**src/rtl/alu_result_stage.sv**
```systemverilog
// alu_result_stage: registered output stage behind the 32-bit ALU.
// It captures the result, carry-out, overflow and destination of each entry, and
// derives the zero and negative flags when the entry is captured.
// It hands entries to the MEM stage over a valid/ready handshake.
// A two-entry skid buffer (main + skid) keeps full throughput while in_ready_o
// stays registered.
// Optional feature macro: ALU_STICKY_OVF_EN. When defined, the macro adds a
// sticky overflow flag with ports sticky_clr_i / sticky_ovf_o.
`default_nettype none

module alu_result_stage #(
  parameter int DATA_W = 32,
  parameter int RD_W   = 5
) (
  input  logic              clk_i,
  input  logic              rst_n,
  input  logic              flush_i,
  input  logic              in_valid_i,
  output logic              in_ready_o,
  input  logic [DATA_W-1:0] in_result_i,
  input  logic              in_cout_i,
  input  logic              in_ovf_i,
  input  logic [RD_W-1:0]   in_rd_i,
  input  logic              in_wen_i,
  output logic              out_valid_o,
  input  logic              out_ready_i,
  output logic [DATA_W-1:0] out_result_o,
  output logic              out_zero_o,
  output logic              out_neg_o,
  output logic              out_cout_o,
  output logic              out_ovf_o,
  output logic [RD_W-1:0]   out_rd_o,
  output logic              out_wen_o
`ifdef ALU_STICKY_OVF_EN
  ,
  input  logic              sticky_clr_i,
  output logic              sticky_ovf_o
`endif
);

  typedef struct packed {
    logic [DATA_W-1:0] result;
    logic              zero;
    logic              neg;
    logic              cout;
    logic              ovf;
    logic [RD_W-1:0]   rd;
    logic              wen;
  } entry_t;

  // Occupancy encoded as {main_v, skid_v}
  typedef enum logic [1:0] {
    EMPTY = 2'b00,
    ONE   = 2'b10,
    TWO   = 2'b11
  } state_t;

  // Flags are derived once, at capture, so the output side is pure registers
  function automatic entry_t capture_entry(
    input logic [DATA_W-1:0] result,
    input logic              cout,
    input logic              ovf,
    input logic [RD_W-1:0]   rd,
    input logic              wen
  );
    entry_t e;
    e.result = result;
    e.zero   = ~|result;
    e.neg    = result[DATA_W-1];
    e.cout   = cout;
    e.ovf    = ovf;
    e.rd     = rd;
    e.wen    = wen;
    return e;
  endfunction

  state_t state;
  entry_t main_q;
  entry_t skid_q;
  entry_t in_entry;
  logic   in_ready_q;
  logic   accept;
  logic   emit;

  assign in_entry = capture_entry(in_result_i, in_cout_i, in_ovf_i, in_rd_i, in_wen_i);

  // A flushed cycle never accepts; an emit in that cycle still completes downstream
  assign accept = in_valid_i & in_ready_q & ~flush_i;
  assign emit   = out_valid_o & out_ready_i;

  // Occupancy FSM with the main/skid entry registers and the registered ready
  always_ff @(posedge clk_i or negedge rst_n) begin
    if (!rst_n) begin
      state      <= EMPTY;
      in_ready_q <= 1'b0;
      main_q     <= '0;
      skid_q     <= '0;
    end else if (flush_i) begin
      state      <= EMPTY;
      in_ready_q <= 1'b1;
      main_q     <= '0;
    end else begin
      // Ready is high unless the next state holds a skid entry
      in_ready_q <= 1'b1;
      case (state)
        EMPTY: begin
          if (accept) begin
            main_q <= in_entry;
            state  <= ONE;
          end
        end
        ONE: begin
          if (accept && emit) begin
            main_q <= in_entry;
          end else if (accept) begin
            skid_q     <= in_entry;
            state      <= TWO;
            in_ready_q <= 1'b0;
          end else if (emit) begin
            main_q <= '0;
            state  <= EMPTY;
          end
        end
        TWO: begin
          if (emit) begin
            main_q <= skid_q;
            state  <= ONE;
          end else begin
            in_ready_q <= 1'b0;
          end
        end
        default: begin
          state <= EMPTY;
        end
      endcase
    end
  end

  assign in_ready_o   = in_ready_q;
  assign out_valid_o  = (state != EMPTY);
  assign out_result_o = main_q.result;
  assign out_zero_o   = main_q.zero;
  assign out_neg_o    = main_q.neg;
  assign out_cout_o   = main_q.cout;
  assign out_ovf_o    = main_q.ovf;
  assign out_rd_o     = main_q.rd;
  assign out_wen_o    = main_q.wen;

`ifdef ALU_STICKY_OVF_EN
  logic sticky_q;

  // Sticky overflow: set by any emitted overflow (set wins over clear), ignores flush
  always_ff @(posedge clk_i or negedge rst_n) begin
    if (!rst_n) begin
      sticky_q <= 1'b0;
    end else if (emit && main_q.ovf) begin
      sticky_q <= 1'b1;
    end else if (sticky_clr_i) begin
      sticky_q <= 1'b0;
    end
  end

  assign sticky_ovf_o = sticky_q;
`endif

endmodule

`default_nettype wire

```
**config.mk**
```make
export PLATFORM = sky130hd
export DESIGN_NAME = alu_result_stage
export DESIGN_NICKNAME = d
export VERILOG_FILES = /design/src/rtl/alu_result_stage.sv
export SDC_FILE = /design/constraint.sdc
export NUM_CORES = 1
export LEC_CHECK = 0
export CORE_MARGIN = 5
export CORE_UTILIZATION = 45
export DETAILED_ROUTE_END_ITERATION = 6
export PLACE_DENSITY_LB_ADDON = 0.1
export SYNTH_ARGS = -nofsm -noshare
export SYNTH_HDL_FRONTEND = slang
export SYNTH_SLANG_ARGS = --single-unit
```
**constraint.sdc**
```tcl
create_clock -name clk_i -period 2.2 [get_ports clk_i]
set_clock_uncertainty 0.2 [all_clocks]
set_input_delay 0.33 -clock clk_i [delete_from_list [all_inputs] [get_ports clk_i]]
set_output_delay 0.33 -clock clk_i [all_outputs]
set_load 0.005 [all_outputs]
```
==> impl_summary.txt, run 1 <==
----------------------------------------------------
[Global route]
  Global route overflow ... 0
  Antenna violations before repair ... 0
  Overall track demand over capacity in global routing ... 16.5%
  Maximum number of pins on one net before global-route repair ... 48
  Number of global-route vias before repair ... 2,630
  Global-route wire length before repair ... 13,100 um

[Detailed routing]
  Count of nets left with antenna violations after detail routing ... 0
  Met3 wirelength from detailed routing ... around 490 um
  DRT Wirelength ... between 8000 and 9000 um
  WL per Instance ... approximately 17 um
  1st-pass router iterations ... 4
  Via count ... ~2,600
  Average via count per standard cell ... roughly 5.4
  WL met1 ... 3840 um
  Detailed route wirelength on metal2 ... 3850 um
  Top metal layer carrying routed signals ... met4
  Drt first-iter violations ... 66
  Final routed DRC violation total ... 0

[Cells and area]
  Proportion of layout cells with a drive suffix above 1 ... 19.9%
  Count of antenna diodes in the layout ... 0
  Area growth from synthesis to layout ... 37.4%
  Most common library cell in the layout ignoring fill and taps ... sky130_fd_sc_hd__clkdlybuf4s50_1
  Most frequent cells in the layout ... sky130_fd_sc_hd__clkdlybuf4s50_1 (87), sky130_fd_sc_hd__dfrtp_1 (85), sky130_fd_sc_hd__and2_1 (41), sky130_fd_sc_hd__a221o_1 (41), sky130_fd_sc_hd__mux2_2 (34)
  Layout Nets ... 416
  Fin util ... between 60 and 70%

[Floorplanning]
  Total core area ... between 0.008 and 0.009 sq mm
  Initial core utilization ... a little under half
  Width of the die ... slightly above 100 um
  Die outline height ... just over 100 um
  Number of placed I/O pins ... 89
  Std-Cell Rows ... 33
  Die Footprint ... 0.0101 sq mm

[Timing]
  Final hold violations ... 0
  Endpoints failing setup ... 0
  Unrepaired setup endpoints after global routing ... false
  Shortest clock period the worst path allows after layout ... 2.10 ns
  Maximum operating frequency ... around 480 MHz
  Remaining max-slew budget at the tightest pin ... between 60 and 70%
  Slew Viols, Final ... 0
  Slew @ Worst Pin ... approximately 0.5 ns
  Post-Route Setup TNS ... 0 ns
  Share of the clock period used by the worst path ... ~96%

[Flow run]
  # Max-Cap Violations ... 0

[Power and ir drop]
  Worst IR drop on VDD ... about 0.52 mV
  Total Power Consumption ... ~5.4 mW
  Pwr dens ... roughly 1100 mW/mm^2
  Static leakage power ... about 2.2 nW

[Clock network]
  TritonCTS clock tree ... yes
  CTS buffer count ... 9
  Skew-Pair Late Insertion Delay ... between 0.3 and 0.4 ns
  Maximum count of clock buffers along a single path ... 2
  Count of clock tree sinks ... 85
  Htree depth ... 3
  Buffer cell driving the clock tree root ... sky130_fd_sc_hd__clkbuf_8
  Clock slew at the register clock pins of the worst setup and hold paths ... roughly 0.09 ns

[Logic synthesis]
  Netlist area before placement ... 0.00369 sq mm
  Async set or reset register ratio after synthesis ... 100%
  Portion of the post-synthesis area used by sequential elements ... 57.6%
  Number of enable flip-flop cells after synthesis ... 0
  Commonest register cell after synthesis ... sky130_fd_sc_hd__dfrtp_1
  Post-synthesis instance total ... about 270
  Post-synthesis net count ... roughly 320
  #FFs+latches synth ... 85
  Mean instance size in the synthesized netlist ... approximately 14 sq um
  Syn. warnings ... 0
  Distinct cell type count after synthesis ... 33

[Critical path]
  CP Data Arrival Time ... approximately 1.6 ns
  Element type at the critical path start ... flip-flop
  CP Capture Type ... primary output
  Start-to-end type of the worst setup path ... reg2out
  Required @ worst endpoint ... 1.67 ns
  Maximum fanout encountered on the critical timing path ... 6
  Flop-to-flop setup slack ... between 0.15 and 0.2 ns

[Placed design]
  Final Wtd Congestion ... roughly 0.74
  Port Buffers ... ~90
  DP Wirelength ... 5620 um

[Worst hold path]
  HP Class ... in2async

[Status]
  Outcome ... completed

----------------------------------------------------
repair_timing:
item,4_1_cts,5_1_grt
endpoints found under the hold margin,85,0
buffers inserted,2,0
hold buffers,1,0
resized for setup,1,3
endpoints found under the setup margin,1,10
worst max-delay path, cell delays in order, from the launching register on:
cell and delay [ns]:
sky130_fd_sc_hd__dfrtp_1 0.38, sky130_fd_sc_hd__inv_1 0.09, sky130_fd_sc_hd__ha_4 0.18, sky130_fd_sc_hd__inv_1 0.07, sky130_fd_sc_hd__clkdlybuf4s50_1 0.50
layer usage:
metal | track usage, % | up-vias
li1 | - | 1209
met1 | 22.7 | 1312
met2 | 25.0 | 63
met3 | 4.78 | 10
met4 | 6.01 | 0
met5 | 0 | -
flip-flops by register name (all words and copies together), names as in the netlist:
signal,count
out_zero_o,1
out_cout_o,1
out_neg_o,1
skid_q,41
out_rd_o,5
out_result_o,31
in_ready_o,1
state,2
out_ovf_o,1
out_wen_o,1
cells by family after synthesis:
group / share of synthesized area, %
flops: 57.6
simple gates: 10.8
compound gates: 13.4
mux: 13.3
buf+inv: 3.49
fa+ha+maj: 1.36
power by group:
group          switching [mW]  internal, mW  total (mW)
clock                   0.557         0.790        1.35
combinational           0.667          1.04        1.71
sequential              0.255          2.10        2.35
total                    1.48          3.93        5.41
final timing paths:
| kind | to | depth (start not counted) | startpoint |
|---|---|---|---|
| worst max-delay path | out_valid_o | 4 | state[1] |
| worst min-delay path | out_result_o[4] | 2 | rst_n |
| worst max register to register | out_result_o[12] | 6 | state[0] |
| worst min register to register | skid_q[38] | 1 | skid_q[38] |
| max in group asynchronous | out_result_o[28] | 3 | rst_n |
| min in group clk_i | skid_q[38] | 1 | skid_q[38] |
stage by stage:
stage / setup WS [ns] / instances / hold WS (ns) / instance area [sq um]
floorplan: 0.193 / 268 / -0.166 / 3690
global placement: 0.0715 / 458 / 0.00723 / 4790
detailed placement: 0.0464 / 458 / 0.00428 / 4790
CTS: 0.0433 / 477 / 0.169 / 5060
global route: 0.0348 / 477 / 0.186 / 5080
finish: 0.0968 / 477 / 0.168 / 5080
Yosys cell counts (4+ instances only):
cell type                  count  area share (%)
sky130_fd_sc_hd__and2_1       41             6.9
sky130_fd_sc_hd__buf_4         5             1.0
sky130_fd_sc_hd__clkbuf_1      4            0.41
sky130_fd_sc_hd__nor4_1        8             1.4
sky130_fd_sc_hd__mux2_2       34              10
sky130_fd_sc_hd__ha_1          4             1.4
sky130_fd_sc_hd__buf_6         4             1.2
sky130_fd_sc_hd__a221o_1      41              11
sky130_fd_sc_hd__dfrtp_1      85              58
sky130_fd_sc_hd__buf_2         4            0.54
sky130_fd_sc_hd__mux2_1        7             2.1
cell type report:
type,instances,area (sq um)
fillers,675,3020
flip-flops and latches,85,2130
multi-input cells,163,1480
repair buffers,105,1080
clock buffers,11,141
well taps,105,131
clock inverters,5,106
inverters,3,11.3
(Power assumes the default switching activity.)
==> run 2: changes to the inputs <==
REMOVE_ABC_BUFFERS = 1   (was unset)
==> run 2 against run 1 <==
Against the previous run: maximum frequency is 0.14% higher; sequential cell count stayed put; utilization is 0.99 points lower; largest cell class unchanged.
==> impl_summary.txt, run 2 (synthesis results as in run 1) <==
----------------------------------------------------
[Placed design]
  Port Buffers ... 88
  Placement-stage worst setup slack ... -0.0127 ns
  DP Wirelength ... between 5000 and 6000 um
  Placed cell area ... ~0.0048 sq mm
  Final Wtd Congestion ... approximately 0.76

[Timing]
  Final hold violations ... 0
  Shortest clock period the worst path allows after layout ... approximately 2.1 ns
  Crit path setup slack, layout ... 0.0997 ns
  Endpoints failing setup ... 0
  Remaining max-slew budget at the tightest pin ... 74.6%
  Slew @ Worst Pin ... between 0.3 and 0.4 ns
  Hold_ws ... 0.184 ns
  Slew Viols, Final ... 0
  Unrepaired setup endpoints after global routing ... false
  Maximum operating frequency ... about 480 MHz
  Share of the clock period used by the worst path ... 95.5%

[Cells and area]
  Area growth from synthesis to layout ... 35.3%
  Proportion of layout cells with a drive suffix above 1 ... 19.7%
  Most common library cell in the layout ignoring fill and taps ... sky130_fd_sc_hd__clkdlybuf4s50_1
  Fin util ... approximately three fifths
  Filler instances ... between 600 and 700
  Most flop-heavy register ... skid_q
  Layout Nets ... about 420
  Area used by sequential logic in the layout ... about 0.0021 sq mm
  Most frequent cells in the layout ... sky130_fd_sc_hd__clkdlybuf4s50_1 (87), sky130_fd_sc_hd__dfrtp_1 (85), sky130_fd_sc_hd__and2_1 (41), sky130_fd_sc_hd__a221o_1 (41), sky130_fd_sc_hd__mux2_2 (34)
  Area occupied by multi-input gates ... between 0.001 and 0.0015 sq mm
  Count of antenna diodes in the layout ... 0
  Area of all placed cells without fillers ... between 0.004 and 0.005 sq mm
  Number of flip-flops in the largest register ... 41

[Floorplanning]
  Total core area ... ~0.008 sq mm
  Die outline height ... about 100 um
  Initial core utilization ... between 40% and 50%
  Die Footprint ... ~0.010 sq mm
  Width of the die ... roughly 100 um
  Std-Cell Rows ... 33
  Number of placed I/O pins ... 89

[Critical path]
  CP endpoint ... out_valid_o
  Flop-to-flop setup slack ... around 0.12 ns
  Reg-to-Reg Start ... state[1]
  CP Data Arrival Time ... around 1.6 ns
  Logic depth of the worst register-to-register path ... 7
  Required @ worst endpoint ... approximately 1.7 ns
  Cells along the critical path ... inv_2 -> ha_4 -> inv_1 -> clkdlybuf4s50_1
  Reg2Reg Capture Point ... out_result_o[13]
  CP Capture Type ... primary output
  Element type at the critical path start ... flip-flop
  Start-to-end type of the worst setup path ... reg2out
  Maximum fanout encountered on the critical timing path ... 6
  Start point of the critical path ... state[0]
  Critical-path top delay cell ... sky130_fd_sc_hd__clkdlybuf4s50_1
  Largest stage delay on the critical path ... 0.50 ns

[Detailed routing]
  Average via count per standard cell ... ~5.4
  DRT Wirelength ... 8290 um
  1st-pass router iterations ... 4
  Via count ... around 2,600
  Count of nets left with antenna violations after detail routing ... 0
  Drt first-iter violations ... between 70 and 80
  Final routed DRC violation total ... 0
  WL per Instance ... 17.4 um

[Clock network]
  CTS buffer count ... 9
  Htree depth ... 3
  Skew-Pair Late Insertion Delay ... 0.34 ns
  TritonCTS clock tree ... yes
  Count of clock tree sinks ... 85
  Buffer cell driving the clock tree root ... sky130_fd_sc_hd__clkbuf_8
  Maximum count of clock buffers along a single path ... 2
  Clock slew at the register clock pins of the worst setup and hold paths ... ~0.08 ns

[Global route]
  Antenna violations before repair ... 0
  Overall track demand over capacity in global routing ... ~17%
  Number of global-route vias before repair ... ~2,700
  Maximum number of pins on one net before global-route repair ... 48
  Global route overflow ... 0
  Global-route wire length before repair ... roughly 14,000 um

[Power and ir drop]
  NetSw ... around 1.5 mW
  Static leakage power ... roughly 2.2 nW
  Clock network fraction of total power ... approximately 20%
  Pwr dens ... roughly 1000 mW/mm^2
  Switching power as a share of total power ... between 20% and 30%
  Seq pwr share ... between 40 and 50%
  Share of total power in combinational logic ... 33.4%
  Worst IR drop on VDD ... 0.631 mV
  Internal portion of total power ... about 3.6 mW

[Worst hold path]
  HP Class ... in2async

[Flow run]
  # Max-Cap Violations ... 0

[Status]
  Outcome ... completed

----------------------------------------------------
-- run 2: layout make-up --
class                           count  share of cell area, %
Inverter                            3                  0.225
Clock buffer                       10                   2.55
Sequential cell                    85                   42.6
Multi-Input combinational cell    163                   29.5
Clock inverter                      5                   1.05
Timing Repair Buffer              105                   21.4
Tap cell                          105                   2.63
-- run 2: how the worst min path moves through the flow --
stage	end	slack, ns	cells after the start
2_1_floorplan	in_ready_o	-0.17	0
3_3_place_gp	out_result_o[0]	0.01	1
3_5_place_dp	out_result_o[0]	0.01	1
4_1_cts	out_result_o[0]	0.18	2
5_1_grt	out_result_o[0]	0.17	2
6_report	out_result_o[0]	0.18	2
-- run 2: what timing repair did --
action                                  4_1_cts  5_1_grt
hold buffers                                  1        0
gates cloned                                  0        0
pin swaps                                     0        0
setup buffers                                 1        0
gates resized for setup                       1        3
hold endpoints to repair                     63        0
endpoints found under the setup margin        1       42
-- run 2: routing by layer --
layer | GRT usage [%] | routed length [um]
met1 | 24.1 | 3800
met2 | 26.4 | 3810
met4 | 4.15 | 70
met3 | 6.37 | 600
met5 | 0 | 0
-- run 2: per-stage QoR --
stage,power [mW],TNS [ns],instances
final,5.09,0,476
after global routing,5.44,0,476
after CTS,5.15,0,476
after detailed placement,4.07,-0.0246,459
after global placement,4.00,-0.0107,459
after floorplan,3.17,-62.32,251
-- run 2: worst max-delay path: cells and delay by family (launching register included) --
kind,cells,cell delay (ns)
flops,1,0.39
buf+inv,3,0.66
fa+ha+maj,1,0.18
-- run 2: power groups by stage --
| stage | Sequential, mW | Clock [mW] | Combinational [mW] |
|---|---|---|---|
| global placement | 2.36 | 0 | 1.64 |
| floorplan | 2.33 | 0 | 0.838 |
| CTS | 2.36 | 1.08 | 1.71 |
| global route | 2.43 | 1.15 | 1.87 |
| finish | 2.36 | 1.04 | 1.70 |
| detailed placement | 2.39 | 0 | 1.68 |
